===== config.mk =====
export PLATFORM = sky130hd
export DESIGN_NAME = vga_fb_arbiter_flat
export DESIGN_NICKNAME = d
export VERILOG_FILES = /design/src/rtl/vga_fb_arbiter_pkg.sv /design/src/rtl/vga_fb_arbiter_if.sv /design/src/rtl/vga_fb_arbiter_fb_wr_fifo.sv /design/src/rtl/vga_fb_arbiter.sv /design/src/flat_wrapper.sv
export SDC_FILE = /design/constraint.sdc
export NUM_CORES = 1
export LEC_CHECK = 0
export CORE_UTILIZATION = 60
export CTS_BUF_LIST = sky130_fd_sc_hd__clkbuf_16
export DETAILED_ROUTE_END_ITERATION = 10
export DONT_BUFFER_PORTS = 1
export PLACE_DENSITY = 0.76
export SYNTH_ARGS = -nofsm -noshare
export SYNTH_HDL_FRONTEND = slang
export SYNTH_SLANG_ARGS = --single-unit

===== constraint.sdc =====
create_clock -name iVGA_CLK -period 7.8 [get_ports iVGA_CLK]
set_input_delay 1.17 -clock iVGA_CLK [delete_from_list [all_inputs] [get_ports iVGA_CLK]]
set_output_delay 1.17 -clock iVGA_CLK [all_outputs]
set_load 0.01 [all_outputs]

===== src/rtl/vga_fb_arbiter_pkg.sv =====
// Shared types and constants for the frame-buffer arbiter: sweep FSM states,
// video geometry and default bus widths.
package vga_fb_pkg;

  localparam int VIDEO_W        = 560;
  localparam int VIDEO_H        = 420;
  localparam int VIDEO_FB_WORDS = VIDEO_W * VIDEO_H;

  localparam int DEFAULT_ADDR_W = 19;
  localparam int DEFAULT_DATA_W = 8;

  typedef enum logic [1:0] {
    IDLE  = 2'd0,
    CLEAR = 2'd1,
    DRAIN = 2'd2
  } fb_state_t;

endpackage


===== src/rtl/vga_fb_arbiter_if.sv =====
// Display fetch, host write, clear control and RAM port of the arbiter.
// Host write channel: a beat transfers on a rising edge where iWR_VALID && oWR_READY.
interface vga_fb_arbiter_if #(
  parameter int ADDR_W = vga_fb_pkg::DEFAULT_ADDR_W,
  parameter int DATA_W = vga_fb_pkg::DEFAULT_DATA_W
);
  logic              iDISP_REQ;
  logic [ADDR_W-1:0] iDISP_ADDR;
  logic [DATA_W-1:0] oDISP_DATA;
  logic              oDISP_VALID;
  logic              iWR_VALID;
  logic [ADDR_W-1:0] iWR_ADDR;
  logic [DATA_W-1:0] iWR_DATA;
  logic              oWR_READY;
  logic              iCLR_REQ;
  logic [DATA_W-1:0] iCLR_VAL;
  logic              oCLR_BUSY;
  logic [ADDR_W-1:0] oRAM_ADDR;
  logic [DATA_W-1:0] oRAM_WDATA;
  logic              oRAM_WE;
  logic [DATA_W-1:0] iRAM_Q;

  modport slave (
    input  iDISP_REQ, iDISP_ADDR, iWR_VALID, iWR_ADDR, iWR_DATA,
           iCLR_REQ, iCLR_VAL, iRAM_Q,
    output oDISP_DATA, oDISP_VALID, oWR_READY, oCLR_BUSY,
           oRAM_ADDR, oRAM_WDATA, oRAM_WE
  );

  modport master (
    output iDISP_REQ, iDISP_ADDR, iWR_VALID, iWR_ADDR, iWR_DATA,
           iCLR_REQ, iCLR_VAL, iRAM_Q,
    input  oDISP_DATA, oDISP_VALID, oWR_READY, oCLR_BUSY,
           oRAM_ADDR, oRAM_WDATA, oRAM_WE
  );
endinterface


===== src/rtl/vga_fb_arbiter_fb_wr_fifo.sv =====
// Host write buffer holding {addr,data}; ready is a flop that tracks
// "not full" for the following cycle.
module fb_wr_fifo #(
  parameter int DEPTH = 8,
  parameter int W     = 27
) (
  input  logic                     clk,
  input  logic                     rst_n,
  input  logic                     push,
  input  logic                     pop,
  input  logic [W-1:0]             din,
  output logic [W-1:0]             dout,
  output logic                     empty,
  output logic                     ready,
  output logic [$clog2(DEPTH):0]   count
);
  localparam int PW = $clog2(DEPTH);

  logic [W-1:0]  mem [DEPTH];
  logic [PW-1:0] wr_ptr;
  logic [PW-1:0] rd_ptr;
  logic [PW:0]   cnt_nxt;

  assign cnt_nxt = count + (PW+1)'(push) - (PW+1)'(pop);
  assign empty   = (count == '0);
  assign dout    = mem[rd_ptr];

  always_ff @(posedge clk or negedge rst_n) begin
    if (!rst_n) begin
      wr_ptr <= '0;
      rd_ptr <= '0;
      count  <= '0;
      ready  <= 1'b1;
    end else begin
      if (push) wr_ptr <= wr_ptr + 1'b1;
      if (pop)  rd_ptr <= rd_ptr + 1'b1;
      count <= cnt_nxt;
      ready <= (cnt_nxt != (PW+1)'(DEPTH));
    end
  end

  always_ff @(posedge clk) begin
    if (push) mem[wr_ptr] <= din;
  end
endmodule


===== src/rtl/vga_fb_arbiter.sv =====
// Single-port frame-buffer arbiter: display fetch first, then clear sweep,
// then buffered host writes. RAM port is combinational from this cycle's grant.
module vga_fb_arbiter
  import vga_fb_pkg::*;
#(
  parameter int ADDR_W     = DEFAULT_ADDR_W,
  parameter int DATA_W     = DEFAULT_DATA_W,
  parameter int FB_WORDS   = VIDEO_FB_WORDS,
  parameter int FIFO_DEPTH = 8,
  parameter int RD_LAT     = 1
) (
  input  logic                        iVGA_CLK,
  input  logic                        iRST_n,
  vga_fb_arbiter_if.slave             fb,
  output fb_state_t                   dbg_state,
  output logic [$clog2(FIFO_DEPTH):0] dbg_fifo_count
);
  localparam logic [ADDR_W-1:0] LAST_ADDR = ADDR_W'(FB_WORDS - 1);

  fb_state_t         state_q, state_d;
  logic [ADDR_W-1:0] clr_cnt_q, clr_cnt_d;
  logic [DATA_W-1:0] clr_val_q, clr_val_d;
  logic [ADDR_W-1:0] last_addr_q;
  logic [RD_LAT-1:0] vld_q;

  logic [ADDR_W-1:0] ram_addr;
  logic [DATA_W-1:0] ram_wdata;
  logic              ram_we;

  logic              push, pop, empty, wr_ready;
  logic [ADDR_W-1:0] head_addr;
  logic [DATA_W-1:0] head_data;

  assign push = fb.iWR_VALID && wr_ready;

  fb_wr_fifo #(.DEPTH(FIFO_DEPTH), .W(ADDR_W + DATA_W)) u_fifo (
    .clk   (iVGA_CLK),
    .rst_n (iRST_n),
    .push  (push),
    .pop   (pop),
    .din   ({fb.iWR_ADDR, fb.iWR_DATA}),
    .dout  ({head_addr, head_data}),
    .empty (empty),
    .ready (wr_ready),
    .count (dbg_fifo_count)
  );

  always_comb begin
    state_d   = state_q;
    clr_cnt_d = clr_cnt_q;
    clr_val_d = clr_val_q;
    pop       = 1'b0;
    ram_addr  = last_addr_q;
    ram_wdata = '0;
    ram_we    = 1'b0;

    // Host writes stay parked during the sweep so they land on top of it.
    if (fb.iDISP_REQ) begin
      ram_addr = fb.iDISP_ADDR;
    end else if (state_q == CLEAR) begin
      ram_addr  = clr_cnt_q;
      ram_wdata = clr_val_q;
      ram_we    = 1'b1;
    end else if (!empty) begin
      ram_addr  = head_addr;
      ram_wdata = head_data;
      ram_we    = 1'b1;
      pop       = 1'b1;
    end

    case (state_q)
      IDLE: begin
        if (fb.iCLR_REQ) begin
          state_d   = CLEAR;
          clr_cnt_d = '0;
          clr_val_d = fb.iCLR_VAL;
        end
      end
      CLEAR: begin
        if (!fb.iDISP_REQ) begin
          if (clr_cnt_q == LAST_ADDR) state_d = DRAIN;
          else clr_cnt_d = clr_cnt_q + 1'b1;
        end
      end
      DRAIN: begin
        if (empty) state_d = IDLE;
      end
      default: state_d = IDLE;
    endcase
  end

  always_ff @(posedge iVGA_CLK or negedge iRST_n) begin
    if (!iRST_n) begin
      state_q     <= IDLE;
      clr_cnt_q   <= '0;
      clr_val_q   <= '0;
      last_addr_q <= '0;
      vld_q       <= '0;
    end else begin
      state_q     <= state_d;
      clr_cnt_q   <= clr_cnt_d;
      clr_val_q   <= clr_val_d;
      last_addr_q <= ram_addr;
      vld_q[0]    <= fb.iDISP_REQ;
      for (int i = 1; i < RD_LAT; i++) vld_q[i] <= vld_q[i-1];
    end
  end

  assign fb.oRAM_ADDR   = ram_addr;
  assign fb.oRAM_WDATA  = ram_wdata;
  assign fb.oRAM_WE     = ram_we;
  assign fb.oDISP_VALID = vld_q[RD_LAT-1];
  assign fb.oDISP_DATA  = vld_q[RD_LAT-1] ? fb.iRAM_Q : '0;
  assign fb.oWR_READY   = wr_ready;
  assign fb.oCLR_BUSY   = (state_q != IDLE);
  assign dbg_state      = state_q;
endmodule

===== src/flat_wrapper.sv =====
// flat-port wrapper written by rule: the top's interface ports become plain ports
module vga_fb_arbiter_flat import vga_fb_pkg::*;
#(
  parameter int ADDR_W     = DEFAULT_ADDR_W,
  parameter int DATA_W     = DEFAULT_DATA_W,
  parameter int FB_WORDS   = VIDEO_FB_WORDS,
  parameter int FIFO_DEPTH = 8,
  parameter int RD_LAT     = 1
)
  (iVGA_CLK, iRST_n, dbg_state, dbg_fifo_count, fb_iDISP_REQ, fb_iDISP_ADDR, fb_iWR_VALID, fb_iWR_ADDR, fb_iWR_DATA, fb_iCLR_REQ, fb_iCLR_VAL, fb_iRAM_Q, fb_oDISP_DATA, fb_oDISP_VALID, fb_oWR_READY, fb_oCLR_BUSY, fb_oRAM_ADDR, fb_oRAM_WDATA, fb_oRAM_WE);
  vga_fb_arbiter_if #(.ADDR_W(ADDR_W), .DATA_W(DATA_W)) fb_i ();
  input  logic iVGA_CLK;
  input  logic iRST_n;
  output fb_state_t dbg_state;
  output logic [$clog2(FIFO_DEPTH):0] dbg_fifo_count;
  input wire logic [$bits(fb_i.iDISP_REQ)-1:0] fb_iDISP_REQ;
  input wire logic [$bits(fb_i.iDISP_ADDR)-1:0] fb_iDISP_ADDR;
  input wire logic [$bits(fb_i.iWR_VALID)-1:0] fb_iWR_VALID;
  input wire logic [$bits(fb_i.iWR_ADDR)-1:0] fb_iWR_ADDR;
  input wire logic [$bits(fb_i.iWR_DATA)-1:0] fb_iWR_DATA;
  input wire logic [$bits(fb_i.iCLR_REQ)-1:0] fb_iCLR_REQ;
  input wire logic [$bits(fb_i.iCLR_VAL)-1:0] fb_iCLR_VAL;
  input wire logic [$bits(fb_i.iRAM_Q)-1:0] fb_iRAM_Q;
  output wire logic [$bits(fb_i.oDISP_DATA)-1:0] fb_oDISP_DATA;
  output wire logic [$bits(fb_i.oDISP_VALID)-1:0] fb_oDISP_VALID;
  output wire logic [$bits(fb_i.oWR_READY)-1:0] fb_oWR_READY;
  output wire logic [$bits(fb_i.oCLR_BUSY)-1:0] fb_oCLR_BUSY;
  output wire logic [$bits(fb_i.oRAM_ADDR)-1:0] fb_oRAM_ADDR;
  output wire logic [$bits(fb_i.oRAM_WDATA)-1:0] fb_oRAM_WDATA;
  output wire logic [$bits(fb_i.oRAM_WE)-1:0] fb_oRAM_WE;
  assign fb_i.iDISP_REQ = fb_iDISP_REQ;
  assign fb_i.iDISP_ADDR = fb_iDISP_ADDR;
  assign fb_i.iWR_VALID = fb_iWR_VALID;
  assign fb_i.iWR_ADDR = fb_iWR_ADDR;
  assign fb_i.iWR_DATA = fb_iWR_DATA;
  assign fb_i.iCLR_REQ = fb_iCLR_REQ;
  assign fb_i.iCLR_VAL = fb_iCLR_VAL;
  assign fb_i.iRAM_Q = fb_iRAM_Q;
  assign fb_oDISP_DATA = fb_i.oDISP_DATA;
  assign fb_oDISP_VALID = fb_i.oDISP_VALID;
  assign fb_oWR_READY = fb_i.oWR_READY;
  assign fb_oCLR_BUSY = fb_i.oCLR_BUSY;
  assign fb_oRAM_ADDR = fb_i.oRAM_ADDR;
  assign fb_oRAM_WDATA = fb_i.oRAM_WDATA;
  assign fb_oRAM_WE = fb_i.oRAM_WE;
  vga_fb_arbiter #(.ADDR_W(ADDR_W), .DATA_W(DATA_W), .FB_WORDS(FB_WORDS), .FIFO_DEPTH(FIFO_DEPTH), .RD_LAT(RD_LAT)) u_core (.iVGA_CLK(iVGA_CLK), .iRST_n(iRST_n), .fb(fb_i), .dbg_state(dbg_state), .dbg_fifo_count(dbg_fifo_count));
endmodule

==> results of run 1 <==
-- registers in the layout, indices dropped and copies added (netlist names), 2 cells and up --
signal / count
u_core.u_fifo.wr_ptr: 3
u_core.last_addr_q: 19
u_core.u_fifo.rd_ptr: 3
u_core.clr_val_q: 8
u_core.clr_cnt_q: 19
u_core.u_fifo.count: 4
u_core.dbg_state: 2
u_core.u_fifo.mem: 216
-- cell type report --
type                       instances  share of cell area
sequential                       276              0.6393
multi-input combinational        326              0.2466
clock buffer                      29             0.05802
tap                              229             0.02291
clock inverter                    25             0.01821
inverter                          28            0.008403
timing repair buffer              11            0.006603
-- worst max path at each step --
| stage | startpoint | end | cells after the start |
|---|---|---|---|
| floorplan | fb_iWR_VALID | u_core.u_fifo.mem[0][0]$_DFFE_PP_ | 3 |
| global placement | u_core.u_fifo.rd_ptr[0]$_DFFE_PN0P_ | fb_oRAM_ADDR[8] | 5 |
| detailed placement | u_core.u_fifo.rd_ptr[0]$_DFFE_PN0P_ | fb_oRAM_ADDR[8] | 5 |
| CTS | u_core.u_fifo.rd_ptr[0]$_DFFE_PN0P_ | fb_oRAM_ADDR[11] | 5 |
| global route | u_core.u_fifo.rd_ptr[0]$_DFFE_PN0P_ | fb_oRAM_ADDR[11] | 5 |
| finish | u_core.u_fifo.rd_ptr[0]$_DFFE_PN0P_ | fb_oRAM_ADDR[11] | 5 |
-- cell families (layout without fill, tap and decap cells) --
kind of cell | Yosys count | after routing | synth area share
AND/OR/NAND/NOR | 108 | 108 | 0.04839
XOR/XNOR | 5 | 5 | 0.003867
flip-flops | 276 | 276 | 0.7054
multiplexers | 90 | 90 | 0.1423
buffers and inverters | 63 | 93 | 0.02452
AO/OA/AOI/OAI | 114 | 114 | 0.06496
adder cells (fa/ha/maj) | 9 | 9 | 0.01061
-- per-stage QoR --
step                      cells  area (µm²)  hold WS (ns)    util  power, mW
after floorplan             665       11330        0.4806       -      2.673
after global placement      870       11550        0.4914  0.6345      2.905
after detailed placement    870       11550        0.4983  0.6345      2.945
after CTS                   924       12510        0.2929  0.6869      4.318
after global routing        924       12510        0.2818  0.6869      4.449
final                       924       12510        0.3078  0.6869      4.287
-- critical path, stage by stage (launching register included) --
cell	delay, ns
dfrtp_4	0.70
buf_4	0.65
mux4_2	0.60
mux2_2	0.32
a21oi_1	0.21
a21oi_1	0.12
-- cells in the final DEF (no fill, tap or decap), types with 11 or more instances in the layout --
master and instances:
buf_4 11, clkbuf_16 29, a21oi_1 49, edfxtp_1 216, a31oi_1 14, inv_1 32
a221o_1 18, o21ai_0 15, nand2_1 38, dfrtp_1 56, mux2_2 28, mux4_2 54
-- power by group through the flow --
| stage | registers, mW | logic (mW) | clock network (mW) |
|---|---|---|---|
| global placement | 1.98 | 0.923 | 0 |
| global route | 1.99 | 1.03 | 1.43 |
| detailed placement | 2.00 | 0.946 | 0 |
| finish | 1.97 | 0.958 | 1.36 |
| CTS | 1.97 | 0.966 | 1.38 |
| floorplan | 1.90 | 0.777 | 0 |
-- layer usage --
metal | GRT usage | wire length, µm | up-vias
met5 | 0 | 0 | -
met4 | 0.07076 | 523 | 0
met3 | 0.05265 | 1692 | 43
met2 | 0.3978 | 11540 | 272
met1 | 0.3464 | 9602 | 3152
li1 | - | - | 2638
==> results.toml, run 1 <==
[outcome]
status = "complete, no violations"

[drt]
wirelength_um = 23360
firstDrtPassIters = 5
drc = 0
wire_per_inst_um = 25.28
ant_nets = 0
via_count = 6105
drtIter0Drc = 502
viasPerCell = 6.607

[clock_tree]
cts_resized = 0
clock_latency_ns = 0.55
postCtsHoldBufs = 0
post_cts_buffers = 0
clkTransAtPathRegs_ns = 0.06
cts_sinks = 276
cts_tree = "done"
cts_root_buf = "clkbuf_16"
cts_buffer_depth = 3
htreeDepth = 1
cts_made_buffers = 29

[power_and_ir_drop]
internal-power_mw = 3.089
p_leak_nw = 4.355
power_frac_comb = 0.223
seqPwrFrac = 0.459
power_density_nw_per_um2 = 342.8
irDropWorstVdd_mv = 0.2107
p_sw_mw = 1.198
swShare = 0.2794
clockPowerShare = 0.317

[global_routing]
antenna_found_initial = 0
grt_use_total = 0.2475
grt_overflow = 0
grt_max_degree = 61
grt_pass1_wl_um = 35790
grt_pass1_vias = 6102

[sta]
tightest_slew_ns = 1.334
slew_viol_final = 0
fmax_mhz = 229.9
final.setup.worst_slack_ns = 3.451
rsz0062_at_grt = "false"
slew_headroom = 0.1076
setup_viol = 0
post-route-min-period_ns = 4.349
fin_skew_ns = 0.01366
setup_tns_ns = 0
hold_viol = 0
fin_crit_sh = 0.5576

[worst_setup_path]
cp_data_required_time_ns = 6.63
reg2reg_to = "u_core.u_fifo.ready$_DFF_PN1_"
ff2ff_path_depth = 12
arrival_ns = 3.18
cp-end-kind = "output port"
path_class = "flip-flop to output port"
cp-start-kind = "flip-flop"
ff2ff_setup_slack_ns = 4.70
path_max_fanout = 35
r2r_start = "u_core.u_fifo.count[2]$_DFF_PN0_"

[yosys]
syn_area_um2 = 11330
synthArstFlopShare = 0.2174
synthCells = 665
ys.flop_type = "edfxtp_1"
yosysWarnings = 0
synth_edf_count = 216
synth.most_common_cell = "edfxtp_1"
syn_nets = 741
ys_ff_latch = 276
synthTopCellsByArea = "edfxtp_1, dfrtp_1, mux4_2, mux2_2, a21oi_1"
yosysSeqAreaShare = 0.7054
syn_avg_cell_area_um2 = 17.03
yosys.area.top_type = "edfxtp_1"
yosysUniqueCellTypes = 53
yosysTopAreaCellShare = 0.5727
yosys-top-cells-count = "edfxtp_1, dfrtp_1, mux4_2"

[layout]
n_fill_cell = 1137
num_antenna_cells = 0
area_delta_synth_final_pct = 10.43
ff_latch_area_um2 = 7995
multiInputGateArea_um2 = 3084
drive_gt1_frac = 0.2187
nets = 748

[floorplanning]
fp.dieArea_um2 = 19430
core.rowCount = 49
initial_core_util = 0.6220
die_x_um = 139.4
die_h_um = 139.4
core_um2 = 18210
io_pins = 112

[hold_path]
hold_class = "primary input to async pin"

[placement]
gp_congestion = 0.8820
io_buffers = 0
dp_slack_ns = 4.016
hpwlAfterDp_um = 13500

[flow_run]
maxCapViolations = 0
(Power assumes the default switching activity.)
==> run 2, diff against run 1 <==
Clock period 7.8 ns to 4.6 ns, I/O delays scaled along.
==> run 2 against run 1 <==
Critical endpoint is now fb_oRAM_ADDR[1]. Combinational power is 59% higher. First-iteration DRC count is 5.0% lower. Setup slack worse by 2.6 ns. Final cell count is 0.11% lower.
==> results.toml, run 2 (same netlist as run 1, synthesis figures left out) <==
[power_and_ir_drop]
swShare = 0.2811
power_density_nw_per_um2 = 570.6
seqPwrFrac = 0.484
p_total_mw = 7.115
p_sw_mw = 2.000
power_frac_comb = 0.214
clockPowerShare = 0.303
irDropWorstVdd_mv = 0.3554
internal-power_mw = 5.115
p_leak_nw = 4.334

[global_routing]
antenna_found_initial = 0
grt_use_total = 0.2495
grt_max_degree = 61
grt_pass1_vias = 6184
grt_pass1_wl_um = 36230
grt_overflow = 0

[worst_setup_path]
cp_top_family = "simple AND/OR/NAND/NOR gates"
arrival_ns = 3.04
cp_data_required_time_ns = 3.91
worstPathBufferInverterCount = 1
path_common_cell = "a21oi_1"
crit_chain = "nor2b_1 -> buf_4 -> nor2_1 -> a21oi_1 -> a21oi_1"
slowest_delay_ns = 0.99
path_max_fanout = 23
critPathSlowestCell = "nor2_1"
cp-end-kind = "output port"
path_class = "flip-flop to output port"
cp-start-kind = "flip-flop"

[outcome]
status = "complete, no violations"

[sta]
hold_viol = 0
fin_crit_sh = 0.8111
slew_viol_final = 0
setup_viol = 0
fmax_mhz = 268.0
setup_tns_ns = 0
rsz0062_at_grt = "false"
tightest_slew_ns = 1.277
slew_headroom = 0.1452
post-route-min-period_ns = 3.731
fin_skew_ns = 0.01581

[placement]
dpl.cell_count = 870
io_buffers = 0
gp_congestion = 0.8571
place_area_um2 = 11550
hpwlAfterDp_um = 13620

[clock_tree]
clkTransAtPathRegs_ns = 0.06
htreeDepth = 1
cts_made_buffers = 28
cts_resized = 0
cts_root_buf = "clkbuf_16"
cts_sinks = 276
cts_buffer_depth = 3
clock_latency_ns = 0.53
cts_tree = "done"

[layout]
final_common_cell = "edfxtp_1"
stdcell_count = 923
biggestRegsByFlops = "u_core.u_fifo.mem (216), u_core.clr_cnt_q (19), u_core.last_addr_q (19)"
multiInputGateArea_um2 = 3084
largest_reg_flops = 216
nets = 748
drive_gt1_frac = 0.2176
final_cell_mix = "edfxtp_1, dfrtp_1, mux4_2, a21oi_1, nand2_1"
ff_latch_area_um2 = 7995
area_delta_synth_final_pct = 10.09
stdcell_area_um2 = 12470
num_antenna_cells = 0
largest_register = "u_core.u_fifo.mem"
n_fill_cell = 1119

[drt]
wire_per_inst_um = 25.42
wirelength_um = 23460
ant_nets = 0
drtIter0Drc = 477
firstDrtPassIters = 4
via_count = 6001
drc = 0
viasPerCell = 6.502

[floorplanning]
core_um2 = 18210
die_h_um = 139.4
die_x_um = 139.4
fp.dieArea_um2 = 19430
core.rowCount = 49
io_pins = 112
initial_core_util = 0.6220

[flow_run]
maxCapViolations = 0

[hold_path]
hold_class = "primary input to async pin"
## run 2: cell count changes in the layout (fill, tap and decap cells not counted), sizes merged
| cell | delta |
|---|---|
| clkinv | -3 |
| bufinv | -2 |
| buf | +1 |
| clkinvlp | +2 |
| inv | +1 |
## run 2: path summary, 6_finish.rpt
kind	from	endpoint	cells past startpoint	slack [ns]
max	u_core.dbg_state[0]$_DFFE_PN0P_	fb_oRAM_ADDR[1]	5	0.87
min	iRST_n	u_core.u_fifo.count[3]$_DFF_PN0_	1	0.03
max reg2reg	u_core.u_fifo.count[2]$_DFF_PN0_	u_core.u_fifo.ready$_DFF_PN1_	12	1.56
min reg2reg	u_core.clr_val_q[6]$_DFFE_PN0P_	u_core.clr_val_q[6]$_DFFE_PN0P_	1	0.51
max in group asynchronous	iRST_n	u_core.u_fifo.ready$_DFF_PN1_	1	4.28
min in group iVGA_CLK	fb_iDISP_REQ	u_core.fb.oDISP_VALID$_DFF_PN0_	0	0.19
## run 2: power groups by stage
stage	clock network, mW	logic (mW)	registers, mW
6_report	2.15	1.52	3.44
5_1_grt	2.27	1.62	3.50
4_1_cts	2.18	1.53	3.46
3_5_place_dp	0	1.49	3.50
3_3_place_gp	0	1.46	3.47
2_1_floorplan	0	1.32	3.21
## run 2: layout make-up
class | instances | share of cell area
Sequential cell | 276 | 0.6412
Timing Repair Buffer | 12 | 0.008831
Clock buffer | 29 | 0.05820
Tap cell | 229 | 0.02298
Inverter | 28 | 0.008430
Multi-Input combinational cell | 326 | 0.2474
Clock inverter | 23 | 0.01295
## run 2: worst reg2reg max path, stage by stage, from the launching register on
cell and delay (ns):
dfrtp_1 0.41, inv_1 0.10, ha_1 0.15, nor3b_1 0.43, or3_1 0.41, inv_1 0.14
ha_1 0.30, inv_1 0.04, ha_1 0.19, fa_1 0.38, xor2_1 0.17, nor3_1 0.15
nand2_1 0.08
## run 2: layer usage
layer  share of wire  vias to the layer above  global-route usage
met5               0                        -                   0
met4           0.015                        0             0.05965
li1                -                     2648                   -
met2            0.51                      213              0.4200
met1            0.41                     3113              0.3310
met3           0.073                       27             0.06056
## run 2: metrics by stage
stage / utilization / setup WS, ns / hold WS (ns)
final: 0.6847 / 0.8689 / 0.03163
after global routing: 0.6847 / 0.6543 / 0.02512
after CTS: 0.6847 / 0.8622 / 0.03031
after detailed placement: 0.6345 / 1.452 / 0.3962
after global placement: 0.6345 / 1.476 / 0.3957
after floorplan: - / 1.183 / 0.3944
## run 2: what timing repair did
| action | CTS | global route |
|---|---|---|
| hold endpoints to repair | 60 | 0 |
| setup buffers | 0 | 0 |
| hold buffers | 1 | 0 |
==> run 3, diff against run 2 <==
Settings changed: CORE_UTILIZATION 60 to 57, PLACE_DENSITY 0.76 to 0.75.
Clock period 4.6 ns to 3.1 ns, I/O delays scaled along.
==> run 3 against run 2 <==
Sequential share of layout area is 1.3 points lower. Clock power is 51% higher. Sequential cell count stayed put. Count of clock-buffer cells in the layout stayed put. Wire length is 0.25% higher. Via count is 2.4% higher. Register-to-register slack worse by 0.98 ns. Setup slack worse by 0.73 ns. Final cell count is 5.4% higher. Clock skew is 0.0094 ns lower. Critical path depth is 1 lower. Sequential power is 42% higher.
==> results.toml, run 3 (same netlist as run 1, synthesis figures left out) <==
[outcome]
status = "complete, no violations"

[sta]
final.setup.worst_slack_ns = 0.1382
slew_viol_final = 0
slew_headroom = 0.2865
post-route-min-period_ns = 2.962
fin_crit_sh = 0.9554
tightest_slew_ns = 1.070
setup_viol = 0
fmax_mhz = 337.6
fin_skew_ns = 0.006390
hold_viol = 0

[floorplanning]
io_pins = 112
core.rowCount = 51
fp.dieArea_um2 = 20440
die_x_um = 143.0
die_h_um = 143.0
initial_core_util = 0.5819
core_um2 = 19460

[global_routing]
grt_use_met2 = 0.3882
grt_busiest_layer = "met2"
grt_use_total = 0.2361
grt_util_met1 = 0.3290
grt_pass1_vias = 6120
antenna_found_initial = 0
grt_util_met3 = 0.04594
grt_overflow = 0
grt_pass1_wl_um = 35560
grt_max_degree = 61

[worst_setup_path]
worstPathBufferInverterCount = 1
slowest_delay_ns = 0.71
ff2ff_path_depth = 11
critPathSlowestCell = "dfrtp_2"
cp_num_cells = 4
cp_top_family = "flip-flops"
path_max_fanout = 18
cp-start-kind = "flip-flop"
cp-end-kind = "output port"
path_class = "flip-flop to output port"
arrival_ns = 2.50
crit_chain = "buf_4 -> mux4_2 -> mux2i_1 -> o21ai_0"
cp_data_required_time_ns = 2.63

[drt]
firstDrtPassIters = 5
wire_per_inst_um = 24.17
wirelength_um = 23520
viasPerCell = 6.317
ant_nets = 0
via_count = 6146
drtIter0Drc = 486
drc = 0

[layout]
largest_register = "u_core.u_fifo.mem"
final_common_cell = "edfxtp_1"
biggestRegsByFlops = "u_core.u_fifo.mem (216), u_core.clr_cnt_q (19), u_core.last_addr_q (19)"
largest_reg_flops = 216
ff_latch_area_um2 = 7994
n_fill_cell = 1270
multiInputGateArea_um2 = 3095
drive_gt1_frac = 0.2387
stdcell_count = 973
nets = 762
area_delta_synth_final_pct = 12.30
num_antenna_cells = 0
final_cell_mix = "edfxtp_1, dfrtp_1, mux4_2, a21oi_1, nand2_1"

[clock_tree]
cts_buffer_depth = 3
clkTransAtPathRegs_ns = 0.06
cts_sinks = 276
htreeDepth = 1
cts_root_buf = "clkbuf_16"
clock_latency_ns = 0.53
cts_made_buffers = 28
cts_tree = "done"

[power_and_ir_drop]
power_density_nw_per_um2 = 850.3
seqPwrFrac = 0.451
swShare = 0.2822
internal-power_mw = 7.763
irDropWorstVdd_mv = 0.4423
power_frac_comb = 0.249
p_leak_nw = 4.413
clockPowerShare = 0.300
p_sw_mw = 3.052
p_total_mw = 10.81

[placement]
io_buffers = 0
dp_slack_ns = 0.4224
hpwlAfterDp_um = 14090
dpl.cell_count = 915
gp_congestion = 0.9046

[flow_run]
maxCapViolations = 0

[hold_path]
min_path_cells = 0
hold_class = "primary input to flip-flop"
run 3: power by group through the flow:
stage	combinational (mW)	sequential, mW	clock (mW)
global placement	2.47	4.95	0
CTS	2.71	4.87	3.30
global route	2.88	4.92	3.44
floorplan	1.96	4.77	0
finish	2.69	4.88	3.25
detailed placement	2.53	4.98	0
run 3: path summary, 6_finish.rpt:
kind,slack (ns),endpoint,startpoint
worst max-delay path,0.14,fb_oRAM_WDATA[2],u_core.u_fifo.rd_ptr[1]$_DFFE_PN0P_
worst min-delay path,0.03,u_core.u_fifo.mem[0][22]$_DFFE_PP_,fb_iWR_ADDR[14]
worst max register to register,0.58,u_core.u_fifo.ready$_DFF_PN1_,u_core.u_fifo.count[2]$_DFF_PN0_
worst min register to register,0.52,u_core.clr_val_q[5]$_DFFE_PN0P_,u_core.clr_val_q[5]$_DFFE_PN0P_
max in group asynchronous,2.30,u_core.u_fifo.rd_ptr[0]$_DFFE_PN0P_,iRST_n
min in group asynchronous,0.52,u_core.last_addr_q[5]$_DFF_PN0_,iRST_n
run 3: cell type report:
type / instances / share of cell area
well taps: 265 / 0.02607
multi-input cells: 326 / 0.2434
clock buffers: 29 / 0.05706
inverters: 28 / 0.008264
clock inverters: 23 / 0.01446
repair buffers: 26 / 0.02223
flip-flops and latches: 276 / 0.6285
run 3: layer usage:
| layer | up-vias | part of all wire |
|---|---|---|
| met5 | - | 0 |
| met4 | 0 | 0.016 |
| met1 | 3163 | 0.41 |
| li1 | 2667 | - |
| met3 | 37 | 0.079 |
| met2 | 279 | 0.50 |
run 3: what timing repair did:
action,CTS,global route
endpoints found under the setup margin,1,19
setup buffers,3,0
endpoints found under the hold margin,61,0
gates resized for setup,0,1
hold buffers,3,0
run 3: worst register-to-register path: stages, from the launching register on:
cell and delay, ns:
dfrtp_1 0.40, inv_1 0.08, ha_1 0.19, nor3b_2 0.17, or3_1 0.34, inv_1 0.11, ha_1 0.23, inv_1 0.06
ha_1 0.18, fa_1 0.45, nor3_1 0.19, nand2_1 0.07
run 3: stage by stage:
step                      cell area (µm²)  hold WS (ns)    TNS, ns  utilization
after floorplan                     11330        0.1694          0            -
after global placement              11710        0.1710          0       0.6016
after detailed placement            11710        0.1715          0       0.6016
after CTS                           12710       0.01019          0       0.6532
after global routing                12720      0.005438  -0.002451       0.6535
final                               12720       0.02929          0       0.6535
